File: config.mk
export PLATFORM = sky130hd
export DESIGN_NAME = decode_queue_flat
export DESIGN_NICKNAME = d
export VERILOG_FILES = /design/src/rtl/decode_queue_pkg.sv /design/src/rtl/decode_queue_if.sv /design/src/rtl/decode_queue_mem.sv /design/src/rtl/decode_queue.sv /design/src/flat_wrapper.sv
export SDC_FILE = /design/constraint.sdc
export NUM_CORES = 1
export LEC_CHECK = 0
export CELL_PAD_IN_SITES_DETAIL_PLACEMENT = 1
export CELL_PAD_IN_SITES_GLOBAL_PLACEMENT = 1
export CORE_MARGIN = 4
export CORE_UTILIZATION = 43
export DETAILED_ROUTE_END_ITERATION = 10
export HOLD_SLACK_MARGIN = 0.12
export PLACE_DENSITY = 0.75
export SYNTH_ARGS = -nofsm -noshare
export SYNTH_HDL_FRONTEND = slang
export SYNTH_SLANG_ARGS = --single-unit
File: constraint.sdc
create_clock -name clk -period 4.6 [get_ports clk]
set_input_delay 0.69 -clock clk [delete_from_list [all_inputs] [get_ports clk]]
set_output_delay 0.69 -clock clk [all_outputs]
set_load 0.03 [all_outputs]
File: src/rtl/decode_queue_pkg.sv
// Shared definitions for the fetch-to-decode instruction queue: instruction
// field positions, entry packing layout and the per-cycle queue operation.
package decode_queue_pkg;

  localparam int INSTR_W    = 32;
  localparam int REG_W      = 5;
  localparam int RD_LSB     = 7;
  localparam int RS1_LSB    = 15;
  localparam int RS2_LSB    = 20;
  localparam int OP_W       = 7;
  localparam int FUNCT3_LSB = 12;
  localparam int FUNCT3_W   = 3;
  localparam int FUNCT7B5   = 30;

  // Entry is packed MSB-first as {Instr, PC, PCPlus4, PredPCTarget, PCSrcPred}.
  function automatic int entry_width(input int xlen);
    return INSTR_W + 3 * xlen + 1;
  endfunction

  function automatic int tgt_lsb(input int xlen);
    return 1;
  endfunction

  function automatic int pc4_lsb(input int xlen);
    return 1 + xlen;
  endfunction

  function automatic int pc_lsb(input int xlen);
    return 1 + 2 * xlen;
  endfunction

  function automatic int instr_lsb(input int xlen);
    return 1 + 3 * xlen;
  endfunction

  typedef enum logic [2:0] {
    Q_IDLE     = 3'd0,
    Q_PUSH     = 3'd1,
    Q_POP      = 3'd2,
    Q_PUSH_POP = 3'd3,
    Q_FLUSH    = 3'd4
  } q_op_e;

endpackage

File: src/rtl/decode_queue_if.sv
// Fetch/decode handshake bundle for decode_queue. The queue uses the slave
// view; the environment (fetch producer plus decode consumer) uses master.
interface decode_queue_if #(
  parameter int DEPTH = 4,
  parameter int XLEN  = 32
);
  localparam int CW = $clog2(DEPTH) + 1;

  logic [31:0]     InstrF;
  logic [XLEN-1:0] PCF;
  logic [XLEN-1:0] PCPlus4F;
  logic [XLEN-1:0] PredPCTargetF;
  logic            PCSrcPredF;
  logic            ValidF;
  logic            ReadyF;
  logic            StallD;
  logic            FlushD;
  logic            ValidD;
  logic [31:0]     InstrD;
  logic [XLEN-1:0] PCD;
  logic [XLEN-1:0] PCPlus4D;
  logic [XLEN-1:0] PredPCTargetD;
  logic            PCSrcPredD;
  logic [4:0]      RdD;
  logic [4:0]      Rs1D;
  logic [4:0]      Rs2D;
  logic [6:0]      OpD;
  logic [2:0]      funct3D;
  logic            funct7b5D;
  logic [CW-1:0]   CountD;

  modport slave (
    input  InstrF, PCF, PCPlus4F, PredPCTargetF, PCSrcPredF, ValidF,
    input  StallD, FlushD,
    output ReadyF, ValidD, InstrD, PCD, PCPlus4D, PredPCTargetD, PCSrcPredD,
    output RdD, Rs1D, Rs2D, OpD, funct3D, funct7b5D, CountD
  );

  modport master (
    output InstrF, PCF, PCPlus4F, PredPCTargetF, PCSrcPredF, ValidF,
    output StallD, FlushD,
    input  ReadyF, ValidD, InstrD, PCD, PCPlus4D, PredPCTargetD, PCSrcPredD,
    input  RdD, Rs1D, Rs2D, OpD, funct3D, funct7b5D, CountD
  );

endinterface

File: src/rtl/decode_queue_mem.sv
// Entry storage for decode_queue: DEPTH x W register array, one synchronous
// write port and one asynchronous read port. Contents are not reset.
module decode_queue_mem #(
  parameter int DEPTH = 4,
  parameter int W     = 129,
  localparam int AW   = $clog2(DEPTH)
) (
  input  logic          clk,
  input  logic          we,
  input  logic [AW-1:0] waddr,
  input  logic [W-1:0]  wdata,
  input  logic [AW-1:0] raddr,
  output logic [W-1:0]  rdata
);

  logic [W-1:0] mem_r [DEPTH];

  // Write the incoming entry at the write pointer.
  always_ff @(posedge clk) begin
    if (we) begin
      mem_r[waddr] <= wdata;
    end
  end

  assign rdata = mem_r[raddr];

endmodule

File: src/rtl/decode_queue.sv
// Fetch-to-decode instruction queue: circular buffer with first-word-fall-
// through head outputs, pre-split instruction fields and synchronous flush.
module decode_queue
  import decode_queue_pkg::*;
#(
  parameter int DEPTH = 4,
  parameter int XLEN  = 32
) (
  input logic           clk,
  input logic           reset,
  decode_queue_if.slave q
);

  localparam int AW        = $clog2(DEPTH);
  localparam int CW        = AW + 1;
  localparam int EW        = entry_width(XLEN);
  localparam int TGT_LSB   = tgt_lsb(XLEN);
  localparam int PC4_LSB   = pc4_lsb(XLEN);
  localparam int PC_LSB    = pc_lsb(XLEN);
  localparam int INSTR_LSB = instr_lsb(XLEN);

  logic [AW-1:0] wptr_r;
  logic [AW-1:0] rptr_r;
  logic [CW-1:0] count_r;

  logic          full_s;
  logic          empty_s;
  logic          push_s;
  logic          pop_s;
  q_op_e         op_s;
  logic [EW-1:0] wdata_s;
  logic [EW-1:0] rdata_s;
  logic [EW-1:0] head_s;
  logic [31:0]   instr_s;

  // Full blocks a push even when a pop happens on the same edge.
  assign full_s  = (count_r == CW'(DEPTH));
  assign empty_s = (count_r == {CW{1'b0}});
  assign push_s  = q.ValidF & ~full_s;
  assign pop_s   = ~empty_s & ~q.StallD;

  assign wdata_s = {q.InstrF, q.PCF, q.PCPlus4F, q.PredPCTargetF, q.PCSrcPredF};

  // Classify this cycle's queue operation; flush overrides everything.
  always_comb begin
    op_s = Q_IDLE;
    if (q.FlushD) begin
      op_s = Q_FLUSH;
    end else begin
      case ({push_s, pop_s})
        2'b10:   op_s = Q_PUSH;
        2'b01:   op_s = Q_POP;
        2'b11:   op_s = Q_PUSH_POP;
        default: op_s = Q_IDLE;
      endcase
    end
  end

  // Pointer and occupancy update.
  always_ff @(posedge clk or posedge reset) begin
    if (reset) begin
      wptr_r  <= {AW{1'b0}};
      rptr_r  <= {AW{1'b0}};
      count_r <= {CW{1'b0}};
    end else begin
      case (op_s)
        Q_FLUSH: begin
          wptr_r  <= {AW{1'b0}};
          rptr_r  <= {AW{1'b0}};
          count_r <= {CW{1'b0}};
        end
        Q_PUSH: begin
          wptr_r  <= wptr_r + AW'(1);
          count_r <= count_r + CW'(1);
        end
        Q_POP: begin
          rptr_r  <= rptr_r + AW'(1);
          count_r <= count_r - CW'(1);
        end
        Q_PUSH_POP: begin
          wptr_r <= wptr_r + AW'(1);
          rptr_r <= rptr_r + AW'(1);
        end
        default: begin
          wptr_r  <= wptr_r;
          rptr_r  <= rptr_r;
          count_r <= count_r;
        end
      endcase
    end
  end

  decode_queue_mem #(
    .DEPTH (DEPTH),
    .W     (EW)
  ) u_mem (
    .clk   (clk),
    .we    (push_s & ~q.FlushD),
    .waddr (wptr_r),
    .wdata (wdata_s),
    .raddr (rptr_r),
    .rdata (rdata_s)
  );

  // An empty queue presents an all-zero bubble rather than stale storage.
  always_comb begin
    if (empty_s) begin
      head_s = {EW{1'b0}};
    end else begin
      head_s = rdata_s;
    end
  end

  assign instr_s         = head_s[INSTR_LSB +: INSTR_W];

  assign q.ReadyF        = ~full_s;
  assign q.ValidD        = ~empty_s;
  assign q.CountD        = count_r;
  assign q.InstrD        = instr_s;
  assign q.PCD           = head_s[PC_LSB +: XLEN];
  assign q.PCPlus4D      = head_s[PC4_LSB +: XLEN];
  assign q.PredPCTargetD = head_s[TGT_LSB +: XLEN];
  assign q.PCSrcPredD    = head_s[0];

  assign q.RdD           = instr_s[RD_LSB +: REG_W];
  assign q.Rs1D          = instr_s[RS1_LSB +: REG_W];
  assign q.Rs2D          = instr_s[RS2_LSB +: REG_W];
  assign q.OpD           = instr_s[OP_W-1:0];
  assign q.funct3D       = instr_s[FUNCT3_LSB +: FUNCT3_W];
  assign q.funct7b5D     = instr_s[FUNCT7B5];

endmodule

File: src/flat_wrapper.sv
// flat-port wrapper written by rule: the top's interface ports become plain ports
module decode_queue_flat import decode_queue_pkg::*;
#(
  parameter int DEPTH = 4,
  parameter int XLEN  = 32
)
  (clk, reset, q_InstrF, q_PCF, q_PCPlus4F, q_PredPCTargetF, q_PCSrcPredF, q_ValidF, q_StallD, q_FlushD, q_ReadyF, q_ValidD, q_InstrD, q_PCD, q_PCPlus4D, q_PredPCTargetD, q_PCSrcPredD, q_RdD, q_Rs1D, q_Rs2D, q_OpD, q_funct3D, q_funct7b5D, q_CountD);
  decode_queue_if #(.DEPTH(DEPTH), .XLEN(XLEN)) q_i ();
  input logic clk;
  input logic reset;
  input wire logic [$bits(q_i.InstrF)-1:0] q_InstrF;
  input wire logic [$bits(q_i.PCF)-1:0] q_PCF;
  input wire logic [$bits(q_i.PCPlus4F)-1:0] q_PCPlus4F;
  input wire logic [$bits(q_i.PredPCTargetF)-1:0] q_PredPCTargetF;
  input wire logic [$bits(q_i.PCSrcPredF)-1:0] q_PCSrcPredF;
  input wire logic [$bits(q_i.ValidF)-1:0] q_ValidF;
  input wire logic [$bits(q_i.StallD)-1:0] q_StallD;
  input wire logic [$bits(q_i.FlushD)-1:0] q_FlushD;
  output wire logic [$bits(q_i.ReadyF)-1:0] q_ReadyF;
  output wire logic [$bits(q_i.ValidD)-1:0] q_ValidD;
  output wire logic [$bits(q_i.InstrD)-1:0] q_InstrD;
  output wire logic [$bits(q_i.PCD)-1:0] q_PCD;
  output wire logic [$bits(q_i.PCPlus4D)-1:0] q_PCPlus4D;
  output wire logic [$bits(q_i.PredPCTargetD)-1:0] q_PredPCTargetD;
  output wire logic [$bits(q_i.PCSrcPredD)-1:0] q_PCSrcPredD;
  output wire logic [$bits(q_i.RdD)-1:0] q_RdD;
  output wire logic [$bits(q_i.Rs1D)-1:0] q_Rs1D;
  output wire logic [$bits(q_i.Rs2D)-1:0] q_Rs2D;
  output wire logic [$bits(q_i.OpD)-1:0] q_OpD;
  output wire logic [$bits(q_i.funct3D)-1:0] q_funct3D;
  output wire logic [$bits(q_i.funct7b5D)-1:0] q_funct7b5D;
  output wire logic [$bits(q_i.CountD)-1:0] q_CountD;
  assign q_i.InstrF = q_InstrF;
  assign q_i.PCF = q_PCF;
  assign q_i.PCPlus4F = q_PCPlus4F;
  assign q_i.PredPCTargetF = q_PredPCTargetF;
  assign q_i.PCSrcPredF = q_PCSrcPredF;
  assign q_i.ValidF = q_ValidF;
  assign q_i.StallD = q_StallD;
  assign q_i.FlushD = q_FlushD;
  assign q_ReadyF = q_i.ReadyF;
  assign q_ValidD = q_i.ValidD;
  assign q_InstrD = q_i.InstrD;
  assign q_PCD = q_i.PCD;
  assign q_PCPlus4D = q_i.PCPlus4D;
  assign q_PredPCTargetD = q_i.PredPCTargetD;
  assign q_PCSrcPredD = q_i.PCSrcPredD;
  assign q_RdD = q_i.RdD;
  assign q_Rs1D = q_i.Rs1D;
  assign q_Rs2D = q_i.Rs2D;
  assign q_OpD = q_i.OpD;
  assign q_funct3D = q_i.funct3D;
  assign q_funct7b5D = q_i.funct7b5D;
  assign q_CountD = q_i.CountD;
  decode_queue #(.DEPTH(DEPTH), .XLEN(XLEN)) u_core (.clk(clk), .reset(reset), .q(q_i));
endmodule
==> results of run 1 <==
-- worst max-delay path, cell delays in order (launching register included) --
cell	delay, ns
dfrtp_1	0.46
nor3_1	0.47
clkinv_2	0.14
buf_4	0.32
and2_1	0.30
clkdlybuf4s50_1	0.60
-- flip-flops by register name, summed over array words and instances, names as in the netlist --
signal              flops
u_core.rptr_r           2
u_core.q.CountD         3
u_core.u_mem.mem_r    516
u_core.wptr_r           2
-- per-layer routing --
layer	vias to the layer above	global-route usage (%)	wire length [um]
met3	57	3.24	2120
met2	276	29.1	22600
li1	4229	-	-
met1	5118	23.2	18200
met5	-	0	13
met4	2	4.70	727
-- Yosys cell counts --
cell type	n
edfxtp_1	516
and2_1	133
mux4_2	129
buf_4	27
clkbuf_1	17
buf_2	13
buf_6	10
dfrtp_1	7
inv_1	7
nor2_1	7
ha_1	4
nand2_1	4
a21oi_1	3
xnor2_1	3
buf_1	2
nand3_1	2
nor3b_1	2
o21ai_0	2
a211o_1	1
a221oi_1	1
a311oi_1	1
and2_0	1
clkbuf_2	1
fa_1	1
mux2_2	1
nand4_1	1
nor2b_1	1
nor3_1	1
o31ai_1	1
or3b_2	1
xor2_1	1
-- per-stage QoR --
| stage | total power [mW] | setup WS [ns] | area (um2) | instances |
|---|---|---|---|---|
| floorplan | 8.58 | 1.36 | 20200 | 901 |
| global placement | 10.2 | 1.56 | 23700 | 1749 |
| detailed placement | 10.3 | 1.52 | 23700 | 1749 |
| CTS | 14.3 | 0.866 | 25300 | 1844 |
| global route | 14.7 | 0.710 | 25300 | 1845 |
| finish | 14.1 | 0.935 | 25300 | 1847 |
-- layout make-up --
cell class              count  area (um2)
diodes                      3        7.51
repair buffers            311        3190
inverters                   7        27.5
multi-input cells         301        4020
clock inverters            24         140
clock buffers              71        1470
well taps                 607         759
flip-flops and latches    523       15700
fillers                  4082       21200
-- cells by family after synthesis --
kind of cell | Yosys count | share of synthesized area, %
XOR/XNOR | 4 | 0.174
AND/OR/NAND/NOR | 153 | 4.62
flip-flops | 523 | 77.7
adder cells (fa/ha/maj) | 5 | 0.347
multiplexers | 130 | 14.5
buffers and inverters | 77 | 2.40
AO/OA/AOI/OAI | 9 | 0.292
-- path summary, 6_finish.rpt --
kind	start	endpoint	slack [ns]	cells after the start
setup / recovery	u_core.q.CountD[1]	q_InstrD[11]	0.94	5
hold / removal	reset	u_core.q.CountD[2]	0.35	2
setup reg to reg	u_core.q.CountD[2]	u_core.u_mem.mem_r[2][68]	2.13	5
hold reg to reg	u_core.wptr_r[1]	u_core.wptr_r[1]	0.58	2
max in group asynchronous	reset	u_core.rptr_r[1]	4.00	2
min in group clk	u_core.wptr_r[1]	u_core.wptr_r[1]	0.58	2
-- power by group through the flow --
stage | registers [mW] | logic, mW | clock network (mW)
after floorplan | 5.63 | 2.95 | 0
after global placement | 5.63 | 4.58 | 0
after detailed placement | 5.65 | 4.64 | 0
after CTS | 5.55 | 4.66 | 4.11
after global routing | 5.56 | 4.82 | 4.31
final | 5.55 | 4.55 | 3.99
==> results.tsv, run 1 <==
stage	metric	value	unit
run_status	status	finished clean	
detailed_routing	DRC viols	0	
global_route	vias in the first global route	10500	
die	Die X	225	um
global_route	global route total overflow	0	
die	Initial Util	43.4	%
die	DIE AREA	50400	um2
worst_setup_path	Worst EP required	3.91	ns
placement	HPWL after DPL	26300	um
clocking	CTS resizes	0	
yosys	Distinct cells, synth	31	
worst_setup_path	worst path arrival time	2.97	ns
worst_hold_path	Hold Crit Class	input pin to asynchronous set/reset pin	
clocking	clk_lat worst skew	0.59	ns
pwr	pwr/cell area	557	nW/um2
die	Core ar.	46500	um2
global_route	pin count of the biggest net entering global routing	79	
pwr	NetSw	4.34	mW
pwr	Power Internal	9.74	mW
timing	worst rel slew slack	51.4	%
final_layout	synth-to-layout area growth	25.4	%
run	Max-cap violations	0	
clocking	setup bufs post-CTS	0	
timing	final worst-path cycle share	79.7	%
die	# IOs	294	
placement	GPL Wtd Cong	0.730	
yosys	top cell type's share of synthesized area	76.8	%
clocking	Worst-path clk slew	0.06	ns
detailed_routing	WL/cell	23.7	um
timing	Final Hold Violating Endpoints	0	
clocking	Post-CTS Hold Buffers	0	
detailed_routing	routed vias	9682	
worst_setup_path	worst-path fanout max	78	
timing	Final Skew	0.0132	ns
clocking	clk root buf	clkbuf_16	
final_layout	share of layout cells above drive strength 1	18.5	%
detailed_routing	drt total wl	43700	um
timing	Slew Limit Fails	0	
timing	maximum clock rate	273	MHz
yosys	post-synthesis cell area	20200	um2
pwr	clock group share of total power	28.3	%
clocking	CTS HTree Levels	2	
final_layout	Final Util	54.4	%
detailed_routing	via/cell ratio	5.24	
clocking	CTS Buf Count	53	
final_layout	commonest cells after routing, fill and taps aside	516 x edfxtp_1, 293 x clkdlybuf4s50_1, 129 x mux4_2, 129 x and2_1, 55 x clkbuf_16	
clocking	CTS tree	built	
worst_setup_path	crit end category	output pin	
die	Cell Rows	79	
timing	Slew @ Worst Pin	0.729	ns
pwr	Max IR drop VDD	0.322	mV
yosys	biggest area consumer among synthesized cells	edfxtp_1	
final_layout	nets	1336	
timing	RSZ-0062 raised after global routing	no	
timing	Post-Route Setup TNS	0	ns
timing	Hold Slack	0.353	ns
die	Die H	225	um
pwr	Sw Share	30.9	%
yosys	register area share after synthesis	77.7	%
yosys	Yosys warning count	0	
yosys	Post-Syn Area per Cell	22.4	um2
final_layout	most common cell after layout, fill and taps aside	edfxtp_1	
clocking	clk buf depth	3	
timing	final setup fails	0	
clocking	Clock Sink Count	523	
detailed_routing	antenna-violating nets left	0	
detailed_routing	DR iter-0 viols	537	
yosys	Seq cells post-synth	523	
worst_setup_path	CP Launch Type	flip-flop	
yosys	post-synthesis net count	1040	
pwr	logic gate share of total power	32.3	%
yosys	Cells after Synth	901	
pwr	register share of total power	39.4	%
worst_setup_path	Crit Path Class	flip-flop to output pin	
placement	PortBufs	293	
yosys	Synth area leaders	edfxtp_1 77%, mux4_2 14%, and2_1 4.1%	
detailed_routing	TritonRoute pass-1 iters	5	
global_route	gr usage total	17.2	%
global_route	initial antenna violation count	3	
timing	fin crit period	3.66	ns
pwr	Leak	7.96	nW
global_route	first-pass GRT wire length	66000	um
No activity file was read; power rests on OpenSTA's default activity.
==> run 2, diff against run 1 <==
==> constraint.sdc (replaced) <==
create_clock -name clk -period 3 [get_ports clk]
set_input_delay 0.45 -clock clk [delete_from_list [all_inputs] [get_ports clk]]
set_output_delay 0.45 -clock clk [all_outputs]
set_load 0.03 [all_outputs]
==> results.tsv, run 2 (synthesis gave the netlist of run 1 again) <==
stage	metric	value	unit
pwr	Power Internal	14.7	mW
placement	PortBufs	293	
pwr	Leak	8.64	nW
worst_setup_path	worst-path fanout max	11	
pwr	pwr/cell area	835	nW/um2
placement	HPWL after DPL	30600	um
clocking	CTS HTree Levels	2	
detailed_routing	routed vias	9943	
run	Max-cap violations	0	
timing	worst rel slew slack	60.8	%
final_layout	most common cell after layout, fill and taps aside	edfxtp_1	
detailed_routing	DRC viols	0	
timing	RSZ-0062 raised after global routing	yes	
detailed_routing	drt total wl	46800	um
timing	final worst-path cycle share	97.0	%
timing	setup slack after layout	0.0914	ns
placement	pre-CTS setup slack	0.253	ns
final_layout	Largest register FFs	516	
worst_setup_path	r2r setup slk	0.71	ns
worst_setup_path	Worst EP required	2.55	ns
detailed_routing	DR iter-0 viols	664	
die	Core ar.	46500	um2
pwr	Max IR drop VDD	0.568	mV
global_route	initial antenna violation count	2	
timing	maximum clock rate	344	MHz
final_layout	Post-Layout Inst Area	25700	um2
final_layout	nets	1387	
timing	fin crit period	2.91	ns
clocking	CTS tree	built	
worst_setup_path	worst path arrival time	2.46	ns
pwr	register share of total power	39.6	%
clocking	clk_lat worst skew	0.58	ns
timing	Slew @ Worst Pin	0.588	ns
final_layout	Post-Layout Cell Count	1897	
run_status	status	finished clean	
pwr	NetSw	6.77	mW
clocking	clk buf depth	3	
placement	Cells after DPL	1794	
clocking	CTS Buf Count	52	
die	Die X	225	um
global_route	gr usage total	18.6	%
die	Initial Util	43.4	%
pwr	logic gate share of total power	31.6	%
die	Cell Rows	79	
die	# IOs	294	
clocking	clk root buf	clkbuf_16	
timing	final setup fails	0	
worst_setup_path	Crit Path Class	flip-flop to output pin	
pwr	clock group share of total power	28.8	%
detailed_routing	antenna-violating nets left	0	
global_route	vias in the first global route	11100	
die	DIE AREA	50400	um2
global_route	pin count of the biggest net entering global routing	131	
worst_setup_path	CP Launch Type	flip-flop	
detailed_routing	via/cell ratio	5.24	
final_layout	commonest cells after routing, fill and taps aside	516 x edfxtp_1, 138 x clkdlybuf4s50_1, 129 x mux4_2, 129 x and2_1, 79 x dlygate4sd2_1	
timing	Slew Limit Fails	0	
detailed_routing	TritonRoute pass-1 iters	5	
timing	Final Hold Violating Endpoints	0	
global_route	global route total overflow	0	
detailed_routing	WL/cell	24.7	um
worst_setup_path	crit end category	output pin	
global_route	first-pass GRT wire length	70500	um
placement	GPL Wtd Cong	0.723	
final_layout	synth-to-layout area growth	27.3	%
die	Die H	225	um
clocking	Worst-path clk slew	0.06	ns
placement	DP Area	24400	um2
worst_hold_path	Hold Crit Class	input pin to flip-flop	
pwr	Sw Share	31.6	%
timing	Final Skew	0.0143	ns
clocking	Clock Sink Count	523	
final_layout	share of layout cells above drive strength 1	26.8	%
final_layout	Top reg by flops	u_core.u_mem.mem_r	
run 2: cell types whose count changed in the layout (fill, tap and decap cells not counted), sizes merged, moves of 3 or more:
cell / previous run / this run
clkdlybuf4s50: 293 / 138
buf: 18 / 70
clkbuf: 71 / 130
clkinv: 22 / 19
bufinv: 1 / 4
dlygate4sd2: 0 / 79
clkdlybuf4s15: 0 / 15
run 2: final timing paths:
kind,start,to,cells past startpoint
max in group asynchronous,reset,u_core.rptr_r[1],3
setup / recovery,u_core.rptr_r[0],q_RdD[3],5
hold reg to reg,u_core.wptr_r[1],u_core.wptr_r[1],2
hold / removal,q_PCF[11],u_core.u_mem.mem_r[3][76],1
setup reg to reg,u_core.q.CountD[2],u_core.u_mem.mem_r[0][54],6
min in group asynchronous,reset,u_core.q.CountD[2],3
run 2: worst max-delay path: stages (launching register included):
cell and delay [ns]:
dfrtp_4 0.46, buf_12 0.17, buf_12 0.17, mux4_2 0.52, and2_1 0.18, dlygate4sd2_1 0.36
run 2: routing by layer:
metal	vias up	routed length [um]	global-route usage, %
met5	-	10	0
li1	4334	-	-
met1	5258	18800	24.4
met3	55	2660	4.03
met2	294	24500	32.3
met4	2	787	3.99
run 2: stage by stage:
| stage | setup TNS, ns | utilization [%] | hold slack (ns) | power [mW] |
|---|---|---|---|---|
| after global routing | -0.0299 | 55.3 | 0.477 | 22.4 |
| after detailed placement | 0 | 52.4 | 0.572 | 16.2 |
| final | 0 | 55.3 | 0.498 | 21.4 |
| after CTS | 0 | 55.7 | 0.459 | 21.8 |
| after floorplan | -125.38 | - | 0.253 | 13.2 |
| after global placement | 0 | 52.4 | 0.564 | 16.1 |
run 2: final cells by class:
type	instances	area, um2
clock inverters	24	214
multi-input cells	301	4030
fillers	4106	20800
well taps	607	759
flip-flops and latches	523	15700
clock buffers	70	1400
repair buffers	363	3560
diodes	2	5.00
inverters	7	27.5
run 2: repair_timing:
action	in CTS	in global routing
setup buffers	2	4
hold endpoints to repair	1	0
setup endpoints to repair	155	68
hold buffers	1	0
gates resized for setup	191	112
run 2: power by group through the flow:
| stage | sequential, mW | combinational [mW] | clock (mW) |
|---|---|---|---|
| finish | 8.48 | 6.78 | 6.18 |
| global route | 8.50 | 7.20 | 6.69 |
| CTS | 8.49 | 7.00 | 6.36 |
| detailed placement | 8.65 | 7.55 | 0 |
| global placement | 8.62 | 7.45 | 0 |
| floorplan | 8.63 | 4.52 | 0 |
==> run 3, diff against run 2 <==
--- a/config.mk
+++ b/config.mk
@@ -14,4 +14,5 @@
 export PLACE_DENSITY = 0.75
 export SYNTH_ARGS = -nofsm -noshare
 export SYNTH_HDL_FRONTEND = slang
+export SYNTH_HIERARCHICAL = 1
 export SYNTH_SLANG_ARGS = --single-unit
==> results.tsv, run 3 <==
stage	metric	value	unit
run_status	status	finished clean	
global_route	pin count of the biggest net entering global routing	74	
yosys	biggest area consumer among synthesized cells	edfxtp_1	
final_layout	most common cell after layout, fill and taps aside	edfxtp_1	
final_layout	Top reg by flops	u_core/u_mem/mem_r	
timing	final worst-path cycle share	97.8	%
timing	RSZ-0062 raised after global routing	yes	
final_layout	Post-Layout Cell Count	1879	
clocking	Post-CTS Hold Buffers	0	
timing	Hold Slack	0.168	ns
placement	DP Area	23900	um2
yosys	Adder-Cell Fraction of Synth Area	0.0984	%
pwr	NetSw	4.47	mW
final_layout	synth-to-layout area growth	26.2	%
global_route	gr usage total	17.6	%
clocking	CTS Buf Count	54	
timing	setup slack after layout	0.0669	ns
yosys	top cell type's share of synthesized area	76.2	%
worst_setup_path	Critical Path Start	u_core/rptr_r[0]	
pwr	Max IR drop VDD	0.450	mV
worst_setup_path	r2r setup slk	0.58	ns
yosys	largest family of logic cells by synthesized area	multiplexers	
yosys	count leader, synth	edfxtp_1	
worst_setup_path	Crit Path Class	flip-flop to output pin	
detailed_routing	antenna-violating nets left	0	
final_layout	Final Util	55.0	%
yosys	Async S/R FF share, synth	1.34	%
yosys	register area share after synthesis	77.1	%
yosys	Synth area leaders	edfxtp_1 76%, mux4_2 14%, and2_1 4.0%	
die	Cell Rows	79	
timing	Slew @ Worst Pin	0.551	ns
pwr	logic gate share of total power	17.0	%
placement	pre-CTS setup slack	0.254	ns
die	Initial Util	43.6	%
worst_setup_path	worst path arrival time	2.48	ns
yosys	Main synth FF type	edfxtp_1	
pwr	Sw Share	25.3	%
final_layout	Post-Layout Inst Area	25700	um2
worst_setup_path	reg2reg end	u_core/q.CountD[1]	
yosys	Synth Area in Compound Gates	0.677	%
pwr	register share of total power	47.0	%
global_route	first-pass GRT wire length	67900	um
pwr	pwr/cell area	690	nW/um2
yosys	Post-Syn Area per Cell	22.3	um2
pwr	clock group share of total power	36.1	%
detailed_routing	TritonRoute pass-1 iters	5	
yosys	synth cell count leaders	516 x edfxtp_1, 129 x and2_1, 129 x mux4_2	
clocking	Clock Sink Count	523	
detailed_routing	DRC viols	0	
worst_setup_path	crit end category	output pin	
clocking	clk buf depth	3	
placement	PortBufs	293	
pwr	Power Internal	13.2	mW
detailed_routing	routed vias	9862	
clocking	clk root buf	clkbuf_16	
yosys	Cells after Synth	910	
final_layout	share of layout cells above drive strength 1	27.9	%
final_layout	Largest register FFs	516	
final_layout	nets	1367	
clocking	CTS tree	built	
clocking	CTS HTree Levels	2	
die	Die H	225	um
die	Core ar.	46700	um2
clocking	clk_lat worst skew	0.58	ns
yosys	post-synthesis net count	1045	
detailed_routing	drt total wl	45400	um
timing	maximum clock rate	341	MHz
worst_setup_path	CP Capture Point	q_PCD[23]	
yosys	mux cell area share after synthesis	14.4	%
die	DIE AREA	50800	um2
detailed_routing	via/cell ratio	5.25	
run	Max-cap violations	0	
yosys	Yosys warning count	6	
global_route	global route total overflow	0	
yosys	Seq cells post-synth	523	
worst_setup_path	worst-path fanout max	7	
die	Die X	225	um
detailed_routing	WL/cell	24.1	um
yosys	Distinct cells, synth	36	
timing	Post-Route Setup TNS	0	ns
pwr	Leak	8.61	nW
final_layout	Storage cell area	15700	um2
timing	final setup fails	0	
clocking	Worst-path clk slew	0.06	ns
yosys	xor-xnor portion of the synthesized cell area	0.0431	%
detailed_routing	DR iter-0 viols	628	
placement	HPWL after DPL	26800	um
die	# IOs	294	
yosys	Post-Synth Simple-Gate Area	4.79	%
yosys	post-synthesis cell area	20300	um2
worst_setup_path	Worst EP required	2.55	ns
yosys	EDFF count, synth	516	
final_layout	area of the multi-input gates	4100	um2
final_layout	commonest cells after routing, fill and taps aside	516 x edfxtp_1, 138 x clkdlybuf4s50_1, 129 x and2_1, 129 x mux4_2, 61 x dlygate4sd2_1	
global_route	vias in the first global route	10700	
timing	Final Skew	0.0225	ns
placement	GPL Wtd Cong	0.734	
timing	worst rel slew slack	63.3	%
worst_setup_path	CP Launch Type	flip-flop	
worst_setup_path	r2r startpoint	u_core/q.CountD[2]	
final_layout	Layout fillers	4124	
global_route	initial antenna violation count	3	
placement	Cells after DPL	1767	
timing	Slew Limit Fails	0	
worst_hold_path	Hold Crit Class	input pin to asynchronous set/reset pin	
timing	fin crit period	2.93	ns
pwr	Pwr Total	17.7	mW
worst_setup_path	r2r worst-path depth	8	
timing	Final Hold Violating Endpoints	0	
## run 3: cell types whose count changed in the layout (fill, tap and decap cells not counted), moves of 6 or more
cell,previous run,this run
buf_16,1,7
clkbuf_2,60,13
dlygate4sd2_1,79,61
buf_2,0,46
buf_4,30,18
clkbuf_1,16,7
dlymetal6s2s_1,0,6
clkdlybuf4s15_2,10,25
buf_12,37,14
clkbuf_16,53,59
## run 3: power groups by stage
stage	Sequential [mW]	Combinational [mW]	Clock (mW)
floorplan	8.47	1.92	0
global placement	8.45	3.13	0
detailed placement	8.47	3.17	0
CTS	8.32	3.06	6.58
global route	8.32	3.19	6.90
finish	8.31	3.00	6.38
## run 3: area by class of cell
class | instances | share of cell area (%)
Tap cell | 607 | 2.96
Antenna cell | 2 | 0.0195
Inverter | 8 | 0.122
Multi-Input combinational cell | 306 | 16.0
Clock buffer | 61 | 5.37
Clock inverter | 33 | 1.19
Sequential cell | 523 | 61.1
Timing Repair Buffer | 339 | 13.3
## run 3: worst min-delay path by stage
| stage | slack (ns) | from | end |
|---|---|---|---|
| floorplan | 0.25 | reset | u_core/q.CountD[1] |
| global placement | 0.61 | u_core/q.CountD[2] | u_core/q.CountD[2] |
| detailed placement | 0.62 | u_core/q.CountD[2] | u_core/q.CountD[2] |
| CTS | 0.14 | reset | u_core/wptr_r[0] |
| global route | 0.16 | reset | u_core/wptr_r[0] |
| finish | 0.17 | reset | u_core/wptr_r[0] |
## run 3: cell families after synthesis
kind of cell | Yosys count
buf+inv | 81
simple gates | 156
compound gates | 17
xor+xnor | 1
fa+ha+maj | 1
mux | 131
flops | 523
## run 3: worst max-delay path, cell delays in order, from the launching register on
cell and delay [ns]:
dfrtp_4 0.44, buf_4 0.18, buf_16 0.18, clkbuf_16 0.19, mux4_2 0.48, and2_1 0.15, clkdlybuf4s15_2 0.27
## run 3: what timing repair did
| item | 4_1_cts | 5_1_grt |
|---|---|---|
| buffers inserted | 2 | 5 |
| cloned | 4 | 5 |
| endpoints found under the setup margin | 146 | 100 |
| resized for setup | 335 | 91 |
| hold endpoints to repair | 0 | 0 |
## run 3: per-layer routing
metal	vias up	global-route usage, %	share of wire [%]
li1	4323	-	-
met1	5181	23.0	41
met2	288	30.0	51
met3	66	4.87	6.3
met4	4	4.01	1.7
met5	-	0	0.075
